--- config.mk ---
export PLATFORM = sky130hd
export DESIGN_NAME = prog_run_ctrl
export DESIGN_NICKNAME = d
export VERILOG_FILES = /design/src/rtl/prog_run_pkg.sv /design/src/rtl/run_cycle_ctr.sv /design/src/rtl/prog_run_ctrl.sv
export SDC_FILE = /design/constraint.sdc
export NUM_CORES = 1
export LEC_CHECK = 0
export CAP_MARGIN = 20
export CORE_MARGIN = 8
export CORE_UTILIZATION = 51
export CTS_BUF_LIST = sky130_fd_sc_hd__clkbuf_4
export DETAILED_ROUTE_END_ITERATION = 6
export GPL_TIMING_DRIVEN = 0
export PLACE_DENSITY_LB_ADDON = 0.15
export SLEW_MARGIN = 10
export SYNTH_ARGS = -nofsm -noshare
export SYNTH_HDL_FRONTEND = slang
export SYNTH_SLANG_ARGS = --single-unit
--- constraint.sdc ---
create_clock -name Clk -period 2.6 [get_ports Clk]
set_clock_uncertainty 0.1 [all_clocks]
set_input_delay 0.78 -clock Clk [delete_from_list [all_inputs] [get_ports Clk]]
set_output_delay 0.78 -clock Clk [all_outputs]
set_load 0.05 [all_outputs]
--- src/rtl/prog_run_pkg.sv ---
// prog_run_pkg: shared types and default constants for the run-sequencing
// controller and its cycle counter.
//   run_state_e   : controller state encoding
//   DEF_CYC_W     : default cycle counter width
//   DEF_TIMEOUT   : default watchdog limit in cycles
//   DEF_RESET_CYC : default number of cycles the core is held in reset
package prog_run_pkg;

    typedef enum logic [2:0] {
        IDLE  = 3'd0,
        RST   = 3'd1,
        START = 3'd2,
        RUN   = 3'd3,
        DONE  = 3'd4
    } run_state_e;

    localparam int          DEF_CYC_W     = 16;
    localparam int unsigned DEF_TIMEOUT   = 4000;
    localparam int          DEF_RESET_CYC = 2;

endpackage

--- src/rtl/run_cycle_ctr.sv ---
// run_cycle_ctr: CYC_W-bit saturating up-counter with synchronous clear and
// count enable, plus a flag that is high while the count equals TIMEOUT.
// Ports:
//   clk      : clock, posedge
//   rst      : synchronous active-high reset (count -> 0)
//   clr      : clear count to 0 (priority over en)
//   en       : increment by one, saturating at all-ones
//   count    : current count
//   at_limit : count == TIMEOUT
module run_cycle_ctr
    import prog_run_pkg::*;
#(
    parameter int          CYC_W   = DEF_CYC_W,
    parameter int unsigned TIMEOUT = DEF_TIMEOUT
) (
    input  logic             clk,
    input  logic             rst,
    input  logic             clr,
    input  logic             en,
    output logic [CYC_W-1:0] count,
    output logic             at_limit
);

    localparam logic [CYC_W-1:0] LIMIT = CYC_W'(TIMEOUT);

    logic [CYC_W-1:0] count_q;
    logic [CYC_W-1:0] count_d;

    always_comb begin
        count_d = count_q;
        if (clr) begin
            count_d = '0;
        end else if (en && (count_q != '1)) begin
            count_d = count_q + CYC_W'(1);
        end
    end

    always_ff @(posedge clk) begin
        if (rst) begin
            count_q <= '0;
        end else begin
            count_q <= count_d;
        end
    end

    assign count    = count_q;
    assign at_limit = (count_q == LIMIT);

endmodule

--- src/rtl/prog_run_ctrl.sv ---
// prog_run_ctrl: run-sequencing controller in front of the processor top.
// On an accepted Go it latches the program index, holds the core in reset for
// RESET_CYC cycles, pulses Start for one cycle, then counts cycles until the
// core acknowledges or the watchdog expires, and finally pulses Done.
// Optional build macro: RUN_ABORT_EN adds the Abort input.
// Ports:
//   Clk, Reset : clock (posedge) and synchronous active-high reset
//   Go         : run request, only accepted in IDLE
//   ProgSel    : program index, latched with an accepted Go
//   CoreAck    : completion acknowledge from the core
//   Abort      : (RUN_ABORT_EN only) cancel the current run
//   CoreReset  : reset to the core
//   CoreStart  : one-cycle start pulse to the core
//   ProgIdx    : latched program index
//   Busy       : high in RST/START/RUN
//   Done       : one-cycle completion pulse
//   TimedOut   : last run ended by watchdog (sticky until next accepted Go)
//   CycleCt    : cycle count of the last/current run
module prog_run_ctrl
    import prog_run_pkg::*;
#(
    parameter int          NUM_PROGS = 3,
    parameter int          CYC_W     = DEF_CYC_W,
    parameter int unsigned TIMEOUT   = DEF_TIMEOUT,
    parameter int          RESET_CYC = DEF_RESET_CYC
) (
    input  logic                         Clk,
    input  logic                         Reset,
    input  logic                         Go,
    input  logic [$clog2(NUM_PROGS)-1:0] ProgSel,
    input  logic                         CoreAck,
`ifdef RUN_ABORT_EN
    input  logic                         Abort,
`endif
    output logic                         CoreReset,
    output logic                         CoreStart,
    output logic [$clog2(NUM_PROGS)-1:0] ProgIdx,
    output logic                         Busy,
    output logic                         Done,
    output logic                         TimedOut,
    output logic [CYC_W-1:0]             CycleCt
);

    localparam int SEL_W  = $clog2(NUM_PROGS);
    localparam int RCNT_W = (RESET_CYC > 1) ? $clog2(RESET_CYC) : 1;
    localparam logic [RCNT_W-1:0] RCNT_LOAD = RCNT_W'(RESET_CYC - 1);

    run_state_e        state_q,      state_d;
    logic [RCNT_W-1:0] rst_cnt_q,    rst_cnt_d;
    logic [SEL_W-1:0]  prog_idx_q,   prog_idx_d;
    logic              timed_out_q,  timed_out_d;
    logic              core_reset_q, core_reset_d;
    logic              core_start_q, core_start_d;
    logic              busy_q,       busy_d;
    logic              done_q,       done_d;
`ifdef RUN_ABORT_EN
    // Marks the single forced-reset cycle of an abort so RST exits to IDLE.
    logic              abort_q,      abort_d;
`endif

    logic             ctr_clr;
    logic             ctr_en;
    logic             ctr_at_limit;
    logic [CYC_W-1:0] cycle_ct;

    run_cycle_ctr #(
        .CYC_W   (CYC_W),
        .TIMEOUT (TIMEOUT)
    ) u_cycle_ctr (
        .clk      (Clk),
        .rst      (Reset),
        .clr      (ctr_clr),
        .en       (ctr_en),
        .count    (cycle_ct),
        .at_limit (ctr_at_limit)
    );

    always_comb begin
        state_d     = state_q;
        rst_cnt_d   = rst_cnt_q;
        prog_idx_d  = prog_idx_q;
        timed_out_d = timed_out_q;
        ctr_clr     = 1'b0;
        ctr_en      = 1'b0;
`ifdef RUN_ABORT_EN
        abort_d     = abort_q;
`endif
        unique case (state_q)
            IDLE: begin
                if (Go) begin
                    state_d     = RST;
                    rst_cnt_d   = RCNT_LOAD;
                    prog_idx_d  = ProgSel;
                    timed_out_d = 1'b0;
                    ctr_clr     = 1'b1;
                end
            end
            RST: begin
                if (rst_cnt_q == '0) begin
                    state_d = START;
`ifdef RUN_ABORT_EN
                    if (abort_q) begin
                        state_d = IDLE;
                    end
                    abort_d = 1'b0;
`endif
                end else begin
                    rst_cnt_d = rst_cnt_q - RCNT_W'(1);
                end
            end
            START: begin
                state_d = RUN;
                ctr_en  = 1'b1;
            end
            RUN: begin
                // Ack takes priority over the watchdog in the same cycle.
                if (CoreAck) begin
                    state_d = DONE;
                end else if (ctr_at_limit) begin
                    state_d     = DONE;
                    timed_out_d = 1'b1;
                end else begin
                    ctr_en = 1'b1;
                end
            end
            DONE: begin
                state_d = IDLE;
            end
            default: begin
                state_d = IDLE;
            end
        endcase
`ifdef RUN_ABORT_EN
        // Abort reuses RST for exactly one cycle and freezes the count.
        if (Abort && !abort_q &&
            ((state_q == RST) || (state_q == START) || (state_q == RUN))) begin
            state_d     = RST;
            rst_cnt_d   = '0;
            abort_d     = 1'b1;
            timed_out_d = 1'b0;
            ctr_en      = 1'b0;
        end
`endif
    end

    // Outputs are decoded from the next state and registered, so each output
    // reflects the state the controller is in during that cycle.
    always_comb begin
        core_reset_d = (state_d == RST);
        core_start_d = (state_d == START);
        busy_d       = (state_d == RST) || (state_d == START) || (state_d == RUN);
        done_d       = (state_d == DONE);
    end

    always_ff @(posedge Clk) begin
        if (Reset) begin
            state_q      <= IDLE;
            rst_cnt_q    <= '0;
            prog_idx_q   <= '0;
            timed_out_q  <= 1'b0;
            core_reset_q <= 1'b0;
            core_start_q <= 1'b0;
            busy_q       <= 1'b0;
            done_q       <= 1'b0;
`ifdef RUN_ABORT_EN
            abort_q      <= 1'b0;
`endif
        end else begin
            state_q      <= state_d;
            rst_cnt_q    <= rst_cnt_d;
            prog_idx_q   <= prog_idx_d;
            timed_out_q  <= timed_out_d;
            core_reset_q <= core_reset_d;
            core_start_q <= core_start_d;
            busy_q       <= busy_d;
            done_q       <= done_d;
`ifdef RUN_ABORT_EN
            abort_q      <= abort_d;
`endif
        end
    end

    assign CoreReset = core_reset_q;
    assign CoreStart = core_start_q;
    assign ProgIdx   = prog_idx_q;
    assign Busy      = busy_q;
    assign Done      = done_q;
    assign TimedOut  = timed_out_q;
    assign CycleCt   = cycle_ct;

endmodule

==> results_tabular.tex <==
\begin{tabular}{lr}
\hline
Metric & Value \\
\hline
\multicolumn{2}{l}{\textbf{Status}} \\
Outcome & finished clean \\
\multicolumn{2}{l}{\textbf{Cells and area}} \\
Final core utilization & between 60\% and 70\% \\
Nets & about 190 \\
Area growth from synthesis to layout & 28.0\% \\
Antenna diode count & 0 \\
Share of cells above drive strength 1 & 12.2\% \\
Post-Layout Cell Count & 210 \\
\multicolumn{2}{l}{\textbf{Critical path}} \\
Data arrival time of the worst path & 1.65 ns \\
Worst path cell trace & clkdlybuf4s50\_1 \\
Worst Setup End Kind & primary output \\
Cell count along the critical path & 1 \\
Highest-delay cell along the critical path & clkdlybuf4s50\_1 \\
Buffers plus inverters on the worst setup path & 1 \\
Data required time at the worst endpoint & 1.72 ns \\
Critical Path Max Stage Delay & 0.86 ns \\
Crit-path max FO & 7 \\
Type of the worst setup path & reg2out \\
Worst reg2reg path depth & 6 \\
Type of origin of the critical path & flip-flop \\
Cell family contributing the most delay on the critical path & buffers and inverters \\
\multicolumn{2}{l}{\textbf{Yosys}} \\
Mean instance size in the synthesized netlist & a little under 9 µm² \\
Number of warning messages in the yosys log & 0 \\
Library cells used by synthesis & 42 \\
Post-synth design cell area & 0.00131 mm² \\
Number of standard cells after synthesis & 148 \\
Syn nets & 156 \\
Number of synthesized flops with an enable pin & 0 \\
Sequential cell area fraction in the yosys report & $\sim$41\% \\
Post-synthesis async set-or-reset flop share & 0\% \\
Main synth FF type & dfxtp\_1 \\
Synthesized flop and latch total & 27 \\
\multicolumn{2}{l}{\textbf{Timing}} \\
Final hold violation count & 0 \\
Slew Limit Fails & 0 \\
Slew Limit Headroom & approximately 65\% \\
Measured slew at the worst slew-check pin & 0.522 ns \\
Fin crit share & 97.4\% \\
Setup-violating endpoint count in the final report & 0 \\
Fmax & 395 MHz \\
Setup repair after global routing missed its margin & false \\
Post-layout min period & 2.53 ns \\
Crit path setup slack, layout & 0.0675 ns \\
\multicolumn{2}{l}{\textbf{Placed design}} \\
Total of buffers placed on input and output ports & 28 \\
Post-Place Setup Slack & -0.309 ns \\
Half-perimeter wire length of the detailed placement result & about 2400 µm \\
Final GP Congestion & $\sim$0.9 \\
Cells after DPL & 206 \\
\multicolumn{2}{l}{\textbf{Power and ir drop}} \\
Switch share & 29.9\% \\
Total leakage power & 0.000668 µW \\
Psw & 235 µW \\
Internal power & 550 µW \\
Power per cell area & $\sim$470 mW/mm² \\
Peak ir drop on the vdd network & around 0.44 mV \\
Part of the total power dissipated in the clock network & 23.3\% \\
Combinational Power Share & 20.2\% \\
Sequential share of power & 56.5\% \\
\multicolumn{2}{l}{\textbf{Clock tree}} \\
Buffers from clock root to sink, at most & 2 \\
Skew-Pair Late Insertion Delay & 0.32 ns \\
Quantity of gates resized following cts & 1 \\
Postcts setup bufs & 0 \\
CTS Hold Buffers Added & 0 \\
Num Clock Sinks & 27 \\
Clock transition at the register clock pins on the worst setup and hold paths after CTS & roughly 0.15 ns \\
H-tree level count & 1 \\
Cell at the root of the clock tree & clkbuf\_4 \\
Number of buffers created by CTS & 3 \\
Clock tree from TritonCTS & done \\
\multicolumn{2}{l}{\textbf{Global routing}} \\
Vias in the first global route & approximately 1200 \\
First-pass GRT wire length & 5260 µm \\
Final global-route overflow total & 0 \\
Overall track demand over capacity in global routing & 14.6\% \\
Maximum number of pins on one net before global-route repair & 17 \\
Antenna violations before repair & 0 \\
\multicolumn{2}{l}{\textbf{Drt}} \\
Remaining routing DRC violations & 0 \\
Overall via count from detail\_route & 1250 \\
Number of DRC markers after the initial detailed-route iteration & 53 \\
Detailed-router iteration count before antenna repair & 4 \\
Wire length per cell & 15.1 µm \\
Final ANT Viol Nets & 0 \\
WL final & between 3000 and 4000 µm \\
Routed via count divided by cell count & 5.95 \\
\multicolumn{2}{l}{\textbf{Flow run}} \\
Number of maximum-capacitance constraint violations & 0 \\
\multicolumn{2}{l}{\textbf{Floorplanning}} \\
Die Height & 66.6 µm \\
Top-level I/O count & 29 \\
Cell Rows & 18 \\
Initial core utilization & 53.2\% \\
Placeable Area & between 0.002 and 0.0025 mm² \\
Die area & 0.00443 mm² \\
Die width & roughly 67 µm \\
\multicolumn{2}{l}{\textbf{Min path}} \\
Classification of the worst-slack hold path & reg2reg \\
Hold Crit Depth & 2 \\
\hline
\end{tabular}
[power groups by stage]
stage	Clock [µW]	Sequential, µW	Combinational [µW]
global route	208	446	170
CTS	193	443	158
finish	183	444	158
global placement	0	451	154
detailed placement	0	452	158
floorplan	0	486	73.4
[stage by stage]
stage | hold slack [ns] | power, µW | instance area, µm² | setup TNS [ns]
after global placement | 0.364 | 605 | 1620 | -2.17
after CTS | 0.407 | 794 | 1650 | 0
after detailed placement | 0.367 | 610 | 1620 | -3.63
final | 0.402 | 785 | 1670 | 0
after floorplan | 0.398 | 559 | 1310 | 0
after global routing | 0.438 | 825 | 1670 | 0
[cell type report]
| class | count | area [µm²] |
|---|---|---|
| Buffer | 4 | 27.5 |
| Sequential cell | 27 | 541 |
| Multi-Input combinational cell | 112 | 724 |
| Clock inverter | 1 | 7.51 |
| Fill cell | 208 | 785 |
| Timing Repair Buffer | 28 | 292 |
| Clock buffer | 3 | 22.5 |
| Inverter | 5 | 18.8 |
| Tap cell | 30 | 37.5 |
[metal layers]
metal	track usage [%]	wire, µm
met3	3.02	256
met5	0	0
met2	25.1	1540
met4	3.20	12
met1	18.0	1350
[path summary, 6_finish.rpt]
check,start,end,slack (ns)
worst min-delay path,TimedOut,TimedOut,0.40
worst max register to register,u_cycle_ctr.count[1],u_cycle_ctr.count[14],0.52
worst min register to register,TimedOut,TimedOut,0.40
worst max-delay path,u_cycle_ctr.count[6],CycleCt[6],0.07
[logic make-up (layout without fill, tap and decap cells)]
logic type	after synthesis	count (layout)	share of synthesized area (%)
adder cells (fa/ha/maj)	2	2	1.92
AO/OA/AOI/OAI	26	26	11.5
flip-flops	27	27	41.4
multiplexers	5	5	3.93
AND/OR/NAND/NOR	76	76	35.7
XOR/XNOR	3	3	2.01
buffers and inverters	9	41	3.55
[cells in the mapped netlist (2+ instances only)]
| cell type | number | area [µm²] |
|---|---|---|
| buf_2 | 2 | 10.0 |
| nand2_1 | 14 | 52.6 |
| dfxtp_1 | 27 | 541 |
| nor2_1 | 16 | 60.1 |
| o21ai_0 | 7 | 35.0 |
| nor4_1 | 4 | 25.0 |
| or4_1 | 3 | 22.5 |
| o211ai_1 | 2 | 15.0 |
| xnor2_1 | 3 | 26.3 |
| a21oi_1 | 11 | 55.1 |
| ha_1 | 2 | 25.0 |
| nand4_1 | 5 | 31.3 |
| or3_1 | 5 | 31.3 |
| nor3_1 | 2 | 10.0 |
| or3_2 | 2 | 15.0 |
| a31oi_1 | 3 | 18.8 |
| mux2i_1 | 4 | 40.0 |
| nand3_1 | 5 | 25.0 |
| and2_2 | 2 | 15.0 |
| and4_1 | 3 | 26.3 |
| inv_1 | 5 | 18.8 |
[state kept, by name, indices dropped and copies added, names as in the netlist]
| signal | flops |
|---|---|
| ProgIdx | 2 |
| TimedOut | 1 |
| u_cycle_ctr.count | 16 |
| Done | 1 |
| state_q | 3 |
| rst_cnt_q | 1 |
| Busy | 1 |
| CoreReset | 1 |
| CoreStart | 1 |
[placed cells by master, fill, tap and decap left out, drive strengths merged, types with 3 or more instances in the layout]
cell type,instances
and4,5
or4,4
inv,5
xnor2,3
nor4,5
clkbuf,5
nor2,16
a21oi,11
nand4,5
a31oi,3
dlymetal6s2s,5
nand3,5
dfxtp,27
o21ai,7
mux2i,4
nand2,15
clkdlybuf4s50,22
and2,3
or3,7
No activity file was read; power rests on OpenSTA's default activity.
